**src/rtl/imem_loader.sv**
```systemverilog
// imem_loader: receives a big-endian length-prefixed byte stream from a host
// and writes it as 32-bit words into instruction memory. While a session is
// open, the CPU pipeline is held in reset.
//
// state  | meaning
// IDLE   | no session open, CPU runs, waiting for start
// LEN_HI | taking the upper byte of the word count N
// LEN_LO | taking the lower byte of N, then range-checking it
// DATA   | assembling bytes into words and writing them out
// DONE   | one-cycle completion pulse
// ERR    | N exceeded memory depth; waits for a new start
module imem_loader #(
  parameter int ADDR_W = 8
) (
  input  logic              i_clk,
  input  logic              i_reset,
  input  logic              i_start,
  input  logic [7:0]        i_in_data,
  input  logic              i_in_valid,
  output logic              o_in_ready,
  output logic              o_imem_we,
  output logic [ADDR_W-1:0] o_imem_addr,
  output logic [31:0]       o_imem_wdata,
  output logic              o_cpu_hold,
  output logic              o_done,
  output logic              o_error
);

  typedef enum logic [2:0] {
    S_IDLE, S_LEN_HI, S_LEN_LO, S_DATA, S_DONE, S_ERR
  } state_t;

  // Memory depth in words; N above this cannot fit without wrapping.
  localparam logic [16:0] DEPTH = 17'(1) << ADDR_W;

  state_t              r_state;
  state_t              w_next;
  logic [7:0]          r_len_hi;
  logic [15:0]         r_words_left;
  logic [1:0]          r_byte_cnt;
  logic [23:0]         r_shift;
  logic                r_we;
  logic [31:0]         r_wdata;
  logic [ADDR_W-1:0]   r_addr;
  logic                w_busy;
  logic                w_accept;
  logic                w_word_done;
  logic                w_start_ok;
  logic [16:0]         w_len;

  // Acceptance is decoded from the state register only, so the byte handshake
  // never depends combinationally on the next-state logic.
  assign w_busy      = (r_state == S_LEN_HI) || (r_state == S_LEN_LO) || (r_state == S_DATA);
  assign w_accept    = i_in_valid && w_busy;
  assign w_word_done = w_accept && (r_state == S_DATA) && (r_byte_cnt == 2'd3);
  assign w_start_ok  = i_start && ((r_state == S_IDLE) || (r_state == S_ERR));
  assign w_len       = {1'b0, r_len_hi, i_in_data};

  assign o_imem_we    = r_we;
  assign o_imem_wdata = r_wdata;
  assign o_imem_addr  = r_addr;

  // State register.
  always_ff @(posedge i_clk) begin
    if (i_reset) r_state <= S_IDLE;
    else         r_state <= w_next;
  end

  // Next-state decode and state-derived outputs.
  always_comb begin
    w_next     = r_state;
    o_in_ready = 1'b0;
    o_cpu_hold = 1'b1;
    o_done     = 1'b0;
    o_error    = 1'b0;
    case (r_state)
      S_IDLE: begin
        o_cpu_hold = 1'b0;
        if (i_start) w_next = S_LEN_HI;
      end
      S_LEN_HI: begin
        o_in_ready = 1'b1;
        if (i_in_valid) w_next = S_LEN_LO;
      end
      S_LEN_LO: begin
        o_in_ready = 1'b1;
        if (i_in_valid) begin
          if (w_len == 17'd0)    w_next = S_DONE;
          else if (w_len > DEPTH) w_next = S_ERR;
          else                    w_next = S_DATA;
        end
      end
      S_DATA: begin
        o_in_ready = 1'b1;
        if (w_word_done && (r_words_left == 16'd1)) w_next = S_DONE;
      end
      S_DONE: begin
        o_done = 1'b1;
        w_next = S_IDLE;
      end
      S_ERR: begin
        o_error = 1'b1;
        if (i_start) w_next = S_LEN_HI;
      end
      default: w_next = S_IDLE;
    endcase
  end

  // Datapath: length capture, word assembly, write strobe and address.
  always_ff @(posedge i_clk) begin
    if (i_reset) begin
      r_len_hi     <= 8'd0;
      r_words_left <= 16'd0;
      r_byte_cnt   <= 2'd0;
      r_shift      <= 24'd0;
      r_we         <= 1'b0;
      r_wdata      <= 32'd0;
      r_addr       <= '0;
    end else begin
      r_we <= w_word_done;
      // Address advances once the write it labels has been presented.
      if (r_we) r_addr <= r_addr + 1'b1;
      if (w_start_ok) begin
        r_addr     <= '0;
        r_byte_cnt <= 2'd0;
        r_shift    <= 24'd0;
      end else if (w_accept) begin
        case (r_state)
          S_LEN_HI: r_len_hi <= i_in_data;
          S_LEN_LO: r_words_left <= {r_len_hi, i_in_data};
          S_DATA: begin
            r_byte_cnt <= r_byte_cnt + 2'd1;
            r_shift    <= {r_shift[15:0], i_in_data};
            if (r_byte_cnt == 2'd3) begin
              r_wdata      <= {r_shift, i_in_data};
              r_words_left <= r_words_left - 16'd1;
            end
          end
          default: ;
        endcase
      end
    end
  end

endmodule
```
**config.mk**
```make
export PLATFORM = sky130hd
export DESIGN_NAME = imem_loader
export DESIGN_NICKNAME = d
export VERILOG_FILES = /design/src/rtl/imem_loader.sv
export SDC_FILE = /design/constraint.sdc
export NUM_CORES = 1
export LEC_CHECK = 0
export ABC_AREA = 1
export CAP_MARGIN = 25
export CORE_MARGIN = 1.5
export CORE_UTILIZATION = 45
export CTS_CLUSTER_DIAMETER = 120
export DETAILED_ROUTE_END_ITERATION = 12
export PLACE_DENSITY = 0.7
export SLEW_MARGIN = 20
export SYNTH_ARGS = -nofsm -noshare
export SYNTH_HDL_FRONTEND = slang
export SYNTH_SLANG_ARGS = --single-unit
```
**constraint.sdc**
```tcl
create_clock -name i_clk -period 1.4 [get_ports i_clk]
set_input_delay 0.21 -clock i_clk [delete_from_list [all_inputs] [get_ports i_clk]]
set_output_delay 0.21 -clock i_clk [all_outputs]
set_load 0.02 [all_outputs]
```
Yosys cells after proc, flatten, opt, wreduce, memory -nomap -nowiden
Index checks and enable logic that the tools add are counted.
{ "classes": {"n_addsub": 3, "magnitude_cmp": 1, "eq_ne": 12, "n_mux": 13, "bitwise_logic": 1, "reduce_logical": 19} }
{ "ops": {"columns": ["op", "n"], "rows": [
  ["one-hot mux 16 bit (2 select lines)", 1],
  ["two-way mux 3 bit", 6],
  ["logical NOT 17 bit", 1],
  ["equality test 16 x 1 -> 1 bit, second input constant", 1],
  ["> comparator 16 x 9 -> 1 bit, second input constant", 1],
  ["two-way mux 16 bit", 1],
  ["subtractor 16 x 1 -> 16 bit, second input constant", 1],
  ["one-hot mux 3 bit (4 select lines)", 1],
  ["AND reduction 4 bit", 3],
  ["adder 8 x 1 -> 8 bit, second input constant", 1],
  ["equality test 3 x 2 -> 1 bit, second input constant", 2],
  ["equality test 3 bit, second input constant", 2],
  ["inequality test 2 x 1 -> 1 bit, second input constant", 3],
  ["logical AND 1 bit", 5],
  ["two-way mux 1 bit", 4],
  ["inequality test 2 bit, second input constant", 2],
  ["OR reduction 2 bit", 2],
  ["equality test 3 x 1 -> 1 bit, second input constant", 1],
  ["logical NOT 3 bit", 1],
  ["logical OR 1 bit", 3],
  ["AND reduction 3 bit", 1],
  ["OR reduction 3 bit", 1],
  ["adder 2 x 1 -> 2 bit, second input constant", 1],
  ["equality test 2 bit, second input constant", 1],
  ["3 further kinds", 3]
]} }
{ "word_totals": {"regBits": 94, "in_bits": 12, "output_inout_bits": 45, "wordCells": 57} }

Depth between registers and ports, before layout
Gate-level depths: netlist of the first run.
{ "depth": {"word_depth": 9, "mapped_depth": 12, "depth_no_buf": 12} }

Worst setup path after synthesis of the first run
No wires, ideal clock.
{ "synth_path": {"kind": "reg2reg", "start": "register r_words_left[0]", "end": "register r_words_left[14]", "setup_time_ps": 116, "arrival_time_ps": 1297, "t_required_ps": 1284, "path_slack_ps": -13, "stages_incl_launch_ff": 10, "n_path_buf": 0, "period_less_slack_ps": 1413, "cell_sequence": "dfxtp_1 -> inv_1 -> ha_1 -> nand2_1 -> nor2_1 -> nand2_1 -> nand2_1 -> nand3_1 -> o21ai_0 -> nor2_1"} }
{ "synth_via": {"elab_chain_cells": 3} }
{ "synth_lines": {"columns": ["item", "line", "source"], "rows": [
  ["from (decl)", "39", "logic [15:0] r_words_left;"],
  ["from (signal assigned)", "130", "S_LEN_LO: r_words_left <= {r_len_hi, i_in_data};"],
  ["from (signal assigned)", "136", "r_words_left <= r_words_left - 16'd1;"],
  ["subtractor 16 x 1 -> 16 bit", "136", null],
  ["two-way mux 16 bit", "134", "if (r_byte_cnt == 2'd3) begin"],
  ["one-hot mux 16 bit (2 select lines)", "128", "case (r_state)"]
]} }
Every way passes these cells. The select of a mux whose other input is x is not followed.
A chain may end at the register's enable or synchronous reset.

Worst setup path after layout of the first run
{ "layout_path": {"start": "register r_state[0]", "end": "register r_words_left[3]"} }
{ "layout_via": {"elab_chain_cells": 5, "elab_cells_between_ends": 15, "classes_between": "eq/ne: 5; mux: 1; bitwise: 1; reduce/logical: 8"} }
{ "layout_lines": {"columns": ["item", "line", "source"], "rows": [
  ["from (decl)", "36", "state_t r_state;"],
  ["from (signal assigned)", "66", "else r_state <= w_next;"],
  ["equality test 3 x 1 -> 1 bit, or another cell as far along", "53", "assign w_busy = (r_state == S_LEN_HI) || (r_state == S_LEN_LO) || (r_state == S_DATA);"],
  ["logical OR 1 bit (on tied branches)", "53, 56", null],
  ["logical OR 1 bit or logical AND 1 bit (tied branches)", "53, 56", null],
  ["logical AND 1 bit or NOT 1 bit (tied branches)", null, null],
  ["AND reduction 4 bit (no source line)", null, null]
]} }
Parallel ways exist; a longest one is shown, timed or not.

==> flow_summary.json, run 1 <==
{
  "drive_gt1_share_pct": 19.8,
  "p_sw_share_pct": 35.4,
  "required_ns": 1.71,
  "cts_max_level": 3,
  "routed-wl-met2_um": 4930,
  "min_period_ns": 1.47,
  "syn_area_per_cell_um2": 6.99,
  "worst_ep_arrival_time_ns": 1.78,
  "io_buffers": 56,
  "dr_wl_met3_um": 717,
  "crit_top_cell": "buf_6",
  "clkPwrFrac_pct": 27.2,
  "hold_violations": 0,
  "crit_path_start_kind": "flip-flop",
  "io_pins": 57,
  "fin_skew_ns": 0.0111,
  "overflow": 0,
  "ant_nets": 0,
  "share_seq_of_total_power_pct": 38.4,
  "startpoint": "r_state[0]",
  "die_h_um": 98.5,
  "ir_drop_mv": 0.629,
  "power_density_nw_per_um2": 1390,
  "finalSetupViolations": 14,
  "rrSetupSlack_ns": -0.07,
  "slowest_stage": "dfxtp_2",
  "p_leak_nw": 2.56,
  "rsz0062_at_grt": "true",
  "vias": 4138,
  "finalCritPeriodShare_pct": 105,
  "p_int_mw": 5.00,
  "relSlewSlack_pct": 80.2,
  "worst_slew_pin_slew_ns": 0.295,
  "avgRoutedWirePerCell_um": 13.7,
  "cts_root_buffer": "clkbuf_8",
  "antenna_cells": 0,
  "cts.sinks": 94,
  "coreArea_um2": 8760,
  "hold_buffers": 0,
  "r2r-start": "r_state[0]",
  "syn_area_um2": 4100,
  "power_switching_mw": 2.74,
  "tns_ns": -0.404,
  "synth_edf_count": 0,
  "p_comb_share_pct": 34.4,
  "worstSetupPathType": "flip-flop to flip-flop",
  "fp-row-count": 34,
  "dr.max_layer_used": "met4",
  "rr_worst_depth": 9,
  "antenna_found_initial": 0,
  "dp_hpwl_um": 7540,
  "grt.total_usage_pct": 22.1,
  "r2r-end": "r_words_left[3]",
  "wl_met1_um": 5060,
  "drt_iter0_drc": 248,
  "chipWidth_um": 98.5,
  "ys_ff_latch": 94,
  "clock_latency_ns": 0.37,
  "maxCapViolations": 0,
  "ys_seq_area_share_pct": 45.9,
  "slowest_delay_ns": 0.37,
  "setup.worst_path.end": "r_words_left[3]",
  "cts_inserted_buffers": 9,
  "ys_types": 33,
  "vias_per_cell": 5.21,
  "grt_pass1_vias": 3694,
  "path_delay_family": "buffers and inverters",
  "grt_max_degree": 28,
  "multi_input_area_um2": 2050,
  "fmax_mhz": 680,
  "outcome": "finished with violations",
  "fin_util_pct": 63.5,
  "power_mw": 7.75,
  "cp_max_fo": 13,
  "drc_errors": 0,
  "totalWireLength_um": 10900,
  "grt_pass1_wl_um": 17500,
  "synth_flop_cell": "dfxtp_1",
  "fill_cells": 787,
  "first_pass_iters": 5,
  "synthCells": 587,
  "finalMaxSlewViolations": 0,
  "timing.final.ws_setup_ns": -0.0707,
  "hold_path_class": "flip-flop to flip-flop",
  "cts_tree": "built",
  "cts_max_path_buffers": 2,
  "timing.hold.ws_ns": 0.470,
  "yosysWarningCount": 0,
  "final-seq-area_um2": 1900,
  "critPathBufInv": 5,
  "synthToLayoutAreaGrowth_pct": 35.6,
  "syn-num-nets": 603,
  "cp_cell_sequence": "buf_6 > buf_6 > inv_4 > nor2_4 > clkbuf_16 > nand2_1 > a21oi_1 > o21ai_0 > inv_1",
  "cp.depth": 9,
  "nNetsFinal": 698,
  "hp-start": "r_shift[19]",
  "die-area_um2": 9700,
  "endpoint_kind": "flip-flop",
  "initial_core_util_pct": 46.8,
  "async_flop_share_pct": 0,
  "place_congestion": 0.862,
  "violations": "setup timing",
  "clk_pin_slew_ns": 0.10
}
==> placed cells by master (no fill, tap or decap), types with 2 or more instances in the layout <==
cell	n
nor2_2	9
nand4_1	4
xor2_1	3
o211ai_1	2
clkdlybuf4s50_1	11
o21ai_2	2
inv_6	2
nor2_1	100
nor2_4	7
a21oi_2	3
o21ai_0	57
inv_1	38
o21ai_1	3
clkbuf_8	9
clkbuf_16	2
buf_2	2
inv_2	5
nand2_2	12
ha_1	3
nand3_1	11
nand2_1	121
dfxtp_2	8
buf_6	13
nand3_2	6
buf_4	36
xnor2_1	2
dfxtp_1	85
buf_12	6
dlygate4sd2_1	40
a21oi_1	64
bufinv_16	2
inv_4	3
==> power groups by stage <==
| stage | Combinational (mW) | Sequential, mW | Clock, mW |
|---|---|---|---|
| 2_1_floorplan | 1.40 | 2.98 | 0 |
| 6_report | 2.67 | 2.97 | 2.11 |
| 3_5_place_dp | 2.19 | 3.00 | 0 |
| 5_1_grt | 2.94 | 2.99 | 2.22 |
| 3_3_place_gp | 2.17 | 2.99 | 0 |
| 4_1_cts | 2.21 | 2.95 | 2.13 |
==> through the flow <==
| stage | instance area [um2] | instances | setup WS [ns] |
|---|---|---|---|
| 5_1_grt | 5560 | 795 | -0.148 |
| 3_5_place_dp | 5110 | 774 | -0.282 |
| 2_1_floorplan | 4110 | 587 | 0.0445 |
| 6_report | 5560 | 795 | -0.0707 |
| 4_1_cts | 5310 | 790 | -0.0250 |
| 3_3_place_gp | 5110 | 774 | -0.247 |
==> logic make-up after synthesis <==
group / Yosys count / share of synthesized area, %
adders and majority gates: 4 / 1.22
and+or+nand+nor: 275 / 26.7
muxes: 1 / 0.244
buffers and inverters: 73 / 7.75
AOI/OAI and AO/OA: 135 / 17.1
xor gates and xnor gates: 5 / 1.07
DFF: 94 / 45.9
==> flip-flops by register name, indices dropped and copies added, names as in the netlist <==
signal and count:
r_len_hi 8, r_shift 24, r_byte_cnt 2, o_imem_we 1, o_imem_wdata 32, o_imem_addr 8, r_state 3, r_words_left 16
==> worst min-delay path by stage <==
stage / to / slack, ns / depth (start not counted)
after floorplan: o_imem_wdata[3] / 0.34 / 2
after global placement: r_shift[19] / 0.45 / 2
after CTS: r_shift[19] / 0.47 / 2
final: r_shift[19] / 0.47 / 2
after global routing: r_shift[22] / 0.49 / 2
after detailed placement: r_shift[19] / 0.45 / 2
==> cell type report <==
type | instances | area share, %
clock buffer | 9 | 2.23
sequential | 94 | 34.1
timing repair buffer | 111 | 19.2
inverter | 46 | 3.24
clock inverter | 7 | 2.02
tap | 108 | 2.43
multi-input combinational | 420 | 36.8
==> routing by layer <==
| layer | GRT usage, % | up-vias |
|---|---|---|
| met4 | 4.88 | 0 |
| li1 | - | 2074 |
| met3 | 4.89 | 14 |
| met2 | 34.3 | 131 |
| met1 | 31.8 | 1919 |
| met5 | 0 | - |
==> cells in the mapped netlist, types with 2 or more instances <==
cell type,n,area [um2]
dfxtp_1,94,1880
ha_1,4,50.1
xor2_1,3,26.3
buf_2,8,40.0
nand3_1,17,85.1
xnor2_1,2,17.5
nor2_1,113,424
inv_1,42,158
nand4_1,4,25.0
inv_2,4,15.0
nor2_2,2,12.5
o21ai_0,61,305
a21oi_1,66,330
clkbuf_1,10,37.5
nand2_1,132,495
buf_4,7,52.6
o211ai_1,2,15.0
==> what timing repair did <==
action,CTS,global route
pin swaps,1,20
gates cloned,0,2
gates resized for setup,72,63
setup buffers,0,3
endpoints found under the setup margin,68,89
==> worst register-to-register path, stage by stage (launching register included) <==
cell,delay [ns]
dfxtp_2,0.37
buf_6,0.12
buf_6,0.10
inv_4,0.03
nor2_4,0.22
clkbuf_16,0.22
nand2_1,0.06
a21oi_1,0.16
o21ai_0,0.10
inv_1,0.05
Note: power is estimated with default switching activity, not from simulation.
==> inputs of run 2 (changes only) <==
--- a/config.mk
+++ b/config.mk
@@ -8,10 +8,10 @@
 export ABC_AREA = 1
 export CAP_MARGIN = 25
 export CORE_MARGIN = 1.5
-export CORE_UTILIZATION = 45
+export CORE_UTILIZATION = 40
 export CTS_CLUSTER_DIAMETER = 120
 export DETAILED_ROUTE_END_ITERATION = 12
-export PLACE_DENSITY = 0.7
+export PLACE_DENSITY = 0.64
 export SLEW_MARGIN = 20
 export SYNTH_ARGS = -nofsm -noshare
 export SYNTH_HDL_FRONTEND = slang
==> flow_summary.json, run 2 (synthesized netlist as in run 1, its figures left out) <==
{
  "final_common_cell": "nand2_1",
  "drc_errors": 0,
  "first_pass_iters": 5,
  "fin_util_pct": 62.6,
  "pre_cts_ws_ns": -0.323,
  "cts_inserted_buffers": 9,
  "cts_root_buffer": "clkbuf_8",
  "cts.sinks": 94,
  "initial_core_util_pct": 41.6,
  "finalCritPeriodShare_pct": 106,
  "clock_latency_ns": 0.37,
  "synthToLayoutAreaGrowth_pct": 50.5,
  "p_leak_nw": 2.71,
  "totalWireLength_um": 13100,
  "die_h_um": 104,
  "vias": 4364,
  "cts_max_path_buffers": 2,
  "worstSetupPathType": "flip-flop to flip-flop",
  "finalSetupViolations": 32,
  "endpoint_kind": "flip-flop",
  "fill_cells": 877,
  "antenna_found_initial": 0,
  "maxCapViolations": 0,
  "ant_nets": 0,
  "path_delay_family": "buffers and inverters",
  "place_inst": 794,
  "clk_pin_slew_ns": 0.10,
  "fin_skew_ns": 0.0134,
  "die-area_um2": 10900,
  "cts_tree": "built",
  "io_pins": 57,
  "crit_path_start_kind": "flip-flop",
  "finalMaxSlewViolations": 0,
  "dp_hpwl_um": 7500,
  "tns_ns": -0.938,
  "cp_max_fo": 6,
  "cp_cell_sequence": "inv_4 > nand4_1 > buf_6 > nor2_4 > buf_12 > nand3_2 > a21oi_1 > a21oi_1",
  "power_density_nw_per_um2": 1280,
  "vias_per_cell": 5.19,
  "min_period_ns": 1.48,
  "overflow": 0,
  "grt.total_usage_pct": 20.6,
  "coreArea_um2": 9860,
  "ir_drop_mv": 0.733,
  "place_congestion": 0.866,
  "avgRoutedWirePerCell_um": 15.5,
  "power_mw": 7.90,
  "grt_pass1_wl_um": 18400,
  "io_buffers": 56,
  "violations": "setup timing",
  "crit_top_cell": "a21oi_1",
  "fmax_mhz": 675,
  "timing.final.ws_setup_ns": -0.0816,
  "relSlewSlack_pct": 80.4,
  "hold_path_class": "flip-flop to flip-flop",
  "outcome": "finished with violations",
  "cts_max_level": 3,
  "hold_violations": 0,
  "largest_reg_flops": 32,
  "chipWidth_um": 104,
  "required_ns": 1.64,
  "worst_slew_pin_slew_ns": 0.293,
  "drive_gt1_share_pct": 29.8,
  "timing.hold.ws_ns": 0.467,
  "worst_ep_arrival_time_ns": 1.72,
  "slowest_delay_ns": 0.35,
  "grt_max_degree": 29,
  "critPathBufInv": 3,
  "fp-row-count": 36,
  "most-common-layout-cells": "nand2_1, dfxtp_1, nor2_1, a21oi_1",
  "slowest_stage": "dfxtp_2",
  "place_area_um2": 5070,
  "nNetsFinal": 719,
  "design_area_um2": 6180,
  "antenna_cells": 0,
  "fin_cells": 841,
  "grt_pass1_vias": 3879,
  "rsz0062_at_grt": "true",
  "drt_iter0_drc": 226
}
==> run 2: final cells by class <==
cell class | instances | area, um2 | area share (%)
sequential | 94 | 1900 | 30.7
tap | 133 | 166 | 2.69
clock buffer | 9 | 124 | 2.01
timing repair buffer | 129 | 1370 | 22.2
timing repair inverter | 3 | 30.0 | 0.486
clock inverter | 7 | 103 | 1.66
multi-input combinational | 420 | 2290 | 37.0
inverter | 46 | 203 | 3.28
==> run 2: power breakdown <==
| group | switching (mW) | internal [mW] | leakage [nW] |
|---|---|---|---|
| combinational | 1.65 | 1.19 | 1.84 |
| clock | 1.14 | 0.888 | 0.113 |
| sequential | 0.188 | 2.84 | 0.762 |
| total | 2.98 | 4.92 | 2.71 |
==> run 2: worst reg2reg max path, stage by stage (launching register included) <==
cell and delay (ns):
dfxtp_2 0.35, inv_4 0.08, nand4_1 0.10, buf_6 0.15, nor2_4 0.12, buf_12 0.14, nand3_2 0.09, a21oi_1 0.20
a21oi_1 0.11
==> run 2: layer usage <==
| metal | vias up | track usage [%] | wire length [um] |
|---|---|---|---|
| met2 | 161 | 32.8 | 6130 |
| li1 | 2121 | - | - |
| met5 | - | 0 | 0 |
| met4 | 0 | 5.06 | 227 |
| met3 | 23 | 4.39 | 781 |
| met1 | 2059 | 28.3 | 5920 |
==> run 2: timing repair <==
| action | in CTS | in global routing |
|---|---|---|
| cloned | 2 | 11 |
| endpoints found under the hold margin | 0 | 0 |
| setup endpoints to repair | 89 | 89 |
| buffers inserted | 2 | 17 |
| gates resized for setup | 79 | 176 |
| hold buffers | 0 | 0 |
| pin swaps | 3 | 46 |
==> run 2: final timing paths <==
kind                                  start     endpoint  slack [ns]  depth (start not counted)
worst min register to register  r_shift[19]  r_shift[19]        0.47                          2
worst min-delay path            r_shift[19]  r_shift[19]        0.47                          2
worst max-delay path             r_state[2]   r_state[0]       -0.08                          8
worst max register to register   r_state[2]   r_state[0]       -0.08                          8
